**src/rtl/cpu_phase_seq.sv**
```systemverilog
// ============================================================================
// Module   : cpu_phase_seq
// Brief    : MU0 instruction-phase sequencer: FETCH, variable-length EXEC
//            phases, stall hold, boundary halt/resume, instr-complete pulse.
//            Optional retired-instruction counter: CPU_PHASE_SEQ_PERF_EN.
// Revision : 1.0 - initial release
// ============================================================================
`default_nettype none

module cpu_phase_seq #(
  parameter int MAX_EXEC = 2,
  parameter int LEN_W    = $clog2(MAX_EXEC + 1)
) (
  input  logic                clk,
  input  logic                rst_n,
  input  logic                stall,
  input  logic [LEN_W-1:0]    n_exec,
  input  logic                halt_req,
  input  logic                resume,
  output logic                fetch,
  output logic [MAX_EXEC-1:0] exec,
  output logic [LEN_W-1:0]    phase,
  output logic                halted,
  output logic                instr_done,
  output logic [31:0]         instr_count
);

  typedef enum logic [1:0] {
    S_FETCH = 2'd0,
    S_EXEC  = 2'd1,
    S_HALT  = 2'd2
  } state_t;

  localparam logic [LEN_W-1:0] C_LEN_ONE = LEN_W'(1);
  localparam logic [LEN_W-1:0] C_LEN_MAX = LEN_W'(MAX_EXEC);

  state_t           r_state, w_state_nxt;
  logic [LEN_W-1:0] r_idx, w_idx_nxt;
  logic [LEN_W-1:0] r_len, w_len_nxt;
  logic [LEN_W-1:0] w_len_clamped;
  logic             w_last;

  always_ff @(posedge clk or negedge rst_n) begin
    if (!rst_n) begin
      r_state <= S_FETCH;
      r_idx   <= '0;
      r_len   <= C_LEN_ONE;
    end else begin
      r_state <= w_state_nxt;
      r_idx   <= w_idx_nxt;
      r_len   <= w_len_nxt;
    end
  end

  // Final exec phase completing this cycle; a stall holds it instead.
  assign w_last = (r_state == S_EXEC) && (r_idx == r_len) && !stall;

  always_comb begin
    w_state_nxt   = r_state;
    w_idx_nxt     = r_idx;
    w_len_nxt     = r_len;
    w_len_clamped = n_exec;
    if (n_exec == '0) begin
      w_len_clamped = C_LEN_ONE;
    end else if (n_exec > C_LEN_MAX) begin
      w_len_clamped = C_LEN_MAX;
    end

    case (r_state)
      S_FETCH: begin
        if (!stall) begin
          w_len_nxt   = w_len_clamped;
          w_idx_nxt   = C_LEN_ONE;
          w_state_nxt = S_EXEC;
        end
      end
      S_EXEC: begin
        if (!stall) begin
          if (r_idx < r_len) begin
            w_idx_nxt = r_idx + C_LEN_ONE;
          end else begin
            w_idx_nxt   = '0;
            w_state_nxt = halt_req ? S_HALT : S_FETCH;
          end
        end
      end
      S_HALT: begin
        w_idx_nxt = '0;
        if (resume) begin
          w_state_nxt = S_FETCH;
        end
      end
      default: begin
        w_state_nxt = S_FETCH;
        w_idx_nxt   = '0;
      end
    endcase
  end

  assign fetch      = (r_state == S_FETCH);
  assign halted     = (r_state == S_HALT);
  assign phase      = (r_state == S_EXEC) ? r_idx : '0;
  assign instr_done = w_last;

  generate
    for (genvar k = 0; k < MAX_EXEC; k++) begin : g_exec
      assign exec[k] = (r_state == S_EXEC) && (r_idx == LEN_W'(k + 1));
    end
  endgenerate

`ifdef CPU_PHASE_SEQ_PERF_EN
  logic [31:0] r_instr_count;

  always_ff @(posedge clk or negedge rst_n) begin
    if (!rst_n) begin
      r_instr_count <= '0;
    end else if (w_last && (r_instr_count != 32'hFFFF_FFFF)) begin
      r_instr_count <= r_instr_count + 32'd1;
    end
  end

  assign instr_count = r_instr_count;
`else
  assign instr_count = 32'd0;
`endif

endmodule

`default_nettype wire

```
**config.mk**
```make
export PLATFORM = sky130hd
export DESIGN_NAME = cpu_phase_seq
export DESIGN_NICKNAME = d
export VERILOG_FILES = /design/src/rtl/cpu_phase_seq.sv
export SDC_FILE = /design/constraint.sdc
export NUM_CORES = 1
export LEC_CHECK = 0
export ABC_AREA = 1
export CORE_MARGIN = 2
export CORE_UTILIZATION = 30
export DETAILED_ROUTE_END_ITERATION = 16
export GPL_ROUTABILITY_DRIVEN = 1
export HOLD_SLACK_MARGIN = 0.08
export PLACE_DENSITY = 0.74
export SLEW_MARGIN = 10
export SYNTH_ARGS = -nofsm -noshare
export SYNTH_HDL_FRONTEND = slang
export SYNTH_SLANG_ARGS = --single-unit
```
**constraint.sdc**
```tcl
create_clock -name clk -period 1.2 [get_ports clk]
set_clock_uncertainty 0.15 [all_clocks]
set_input_delay 0.24 -clock clk [delete_from_list [all_inputs] [get_ports clk]]
set_output_delay 0.24 -clock clk [all_outputs]
set_load 0.03 [all_outputs]
```
==> results.ini <==
[outcome]
status = finished, violations left
violations = negative setup slack

[clock_tree]
tritoncts = done
clock-sinks = 6
cts-root-buf = clkbuf_4
htree_levels = 1
cts.path.max_buffers = 2
cts_buffers = 3
clock_latency_ps = 240
clkTransAtPathRegs_ps = 50

[cells_and_area]
area_growth_pct = 61.5
final_layout_size_suffix_gt1_frac = 0.463
final_nets = 135
mostFrequentLayoutCell = conb_1
diodes = 0
final_cell_mix = conb_1 (32), buf_6 (15), buf_4 (10)

[timing]
hold_violations = 0
fmaxAchievable_mhz = 614
period_needed_ps = 1630
setup-tns-final_ps = -3340
setup_viol = 13
finalWorstSetupSlack_ps = -429
slew_viol_final = 0
timing.final.crit_share = 1.36
rsz0062_at_grt = yes

[pwr]
pwr-share-clk = 0.075
p_seq_frac = 0.157
p_leak_nw = 0.536
p_switching_mw = 1.26
power_switching_share = 0.479
powerDensity_nw_per_um2 = 2550
comb_power_share = 0.768
p_total_mw = 2.63
p_int_mw = 1.37
ir_drop_mv = 1.25

[grt]
grt.overflow.total = 0
grt_pass1_wl_um = 2180
antenna_found_initial = 0
grt_usage = 0.116
grt_pass1_vias = 513
grt_max_degree = 7

[logic_synthesis]
synth-seq-cells = 6
syn-cell-area_um2 = 637
synth_cell_types = 15
yosys_warnings = 0
yosysSeqAreaShare = 0.238
avgSynthCellArea_um2 = 7.08
synthCells = 90

[setup_path]
setup.worst_path.start = r_idx[1]
rr_startpoint = r_len[1]
crit_arrival_ps = 1240
path_class = reg -> out
path_max_fanout = 2
cp-start-kind = register
worst_ep_required_time_ps = 810
end_kind = primary output

[route]
drt-pass1-iter-count = 3
post_drt_wl_per_cell_um = 8.81
wl_um = 1320
drtIter0Drc = 4
drc = 0
vias = 551
vias_per_cell = 3.67
drtAntennaViolNets = 0

[worst_hold_path]
hold_path.class = in -> async

[floorplan]
rows = 16
dieArea_um2 = 2510
dieHeight_um = 50.1
die_w_um = 50.1
core-area_um2 = 1980
initial_core_util = 0.321
io_pins = 46

[place]
hpwl_um = 960
place.port_buffers = 12
gp_congestion = 0.726

[run]
max-cap-violations = 0

[worst max-delay path: stages (launching register included)]
cell	delay [ps]
dfrtp_1	410
ha_4	290
nand3_2	90
nor2_4	90
buf_6	130
[routing by layer]
metal	vias to the layer above	track usage	part of all wire
li1	274	-	-
met1	252	0.141	0.37
met2	25	0.191	0.56
met3	0	0.0273	0.067
met4	0	0.0556	0
met5	-	0	0
[cells in the mapped netlist]
| master | instances | area share |
|---|---|---|
| nand2_1 | 14 | 0.083 |
| conb_1 | 1 | 0.0059 |
| nand4_1 | 1 | 0.0098 |
| o21ai_1 | 1 | 0.0079 |
| nor3_1 | 1 | 0.0079 |
| nor2_1 | 9 | 0.053 |
| inv_1 | 13 | 0.077 |
| ha_1 | 4 | 0.079 |
| inv_2 | 1 | 0.0059 |
| o21ai_0 | 1 | 0.0079 |
| dfstp_2 | 1 | 0.041 |
| buf_4 | 32 | 0.38 |
| dfrtp_1 | 5 | 0.20 |
| nand3_1 | 5 | 0.039 |
| nor2_2 | 1 | 0.0098 |
[metrics by stage]
step / utilization / hold WS, ps / cell area (um2) / setup slack [ps] / std cells
after floorplan: - / -206 / 846 / -182 / 121
final: 0.519 / 81.8 / 1030 / -429 / 150
after detailed placement: 0.416 / 330 / 825 / -340 / 139
after CTS: 0.496 / 78.7 / 982 / -437 / 148
after global placement: 0.416 / 310 / 825 / -328 / 139
after global routing: 0.519 / 87.1 / 1030 / -490 / 150
[final cells by class]
class                   instances  area [um2]
multi-input cells              69         467
fillers                       186         953
inverters                      14        55.1
flip-flops and latches          6         153
well taps                      27        33.8
clock buffers                   4        26.3
repair buffers                 30         294
[final timing paths]
| kind | to | cells after the start | slack [ps] |
|---|---|---|---|
| max | instr_done | 4 | -430 |
| min | r_state[1] | 1 | 80 |
| max reg2reg | r_idx[1] | 9 | -250 |
| min reg2reg | r_len[1] | 2 | 360 |
| max in group asynchronous | r_len[0] | 1 | 550 |
| min in group clk | r_len[1] | 2 | 360 |
[sequential cells by signal (all words and copies together) (netlist names)]
register / count
r_state: 2
r_len: 2
r_idx: 2
[kinds of logic (layout without fill, tap and decap cells)]
family	Yosys count	in the layout	synth area share
simple gates	31	31	0.202
buf+inv	46	48	0.460
fa+ha+maj	4	4	0.0786
flops	6	6	0.238
other cells	1	32	0.00589
compound gates	2	2	0.0157
[power by group through the flow]
stage | combinational (mW) | sequential (mW) | clock [mW]
detailed placement | 1.47 | 0.391 | 0
finish | 2.02 | 0.412 | 0.197
CTS | 1.85 | 0.410 | 0.210
global placement | 1.44 | 0.384 | 0
global route | 2.19 | 0.425 | 0.224
floorplan | 1.04 | 0.419 | 0
[timing repair]
| item | in CTS | in global routing |
|---|---|---|
| endpoints found under the setup margin | 13 | 13 |
| pin swaps | 7 | 4 |
| gates cloned | 0 | 0 |
| resized for setup | 25 | 9 |
| hold endpoints to repair | 3 | 0 |
| setup buffers | 5 | 3 |
(Power assumes the default switching activity.)
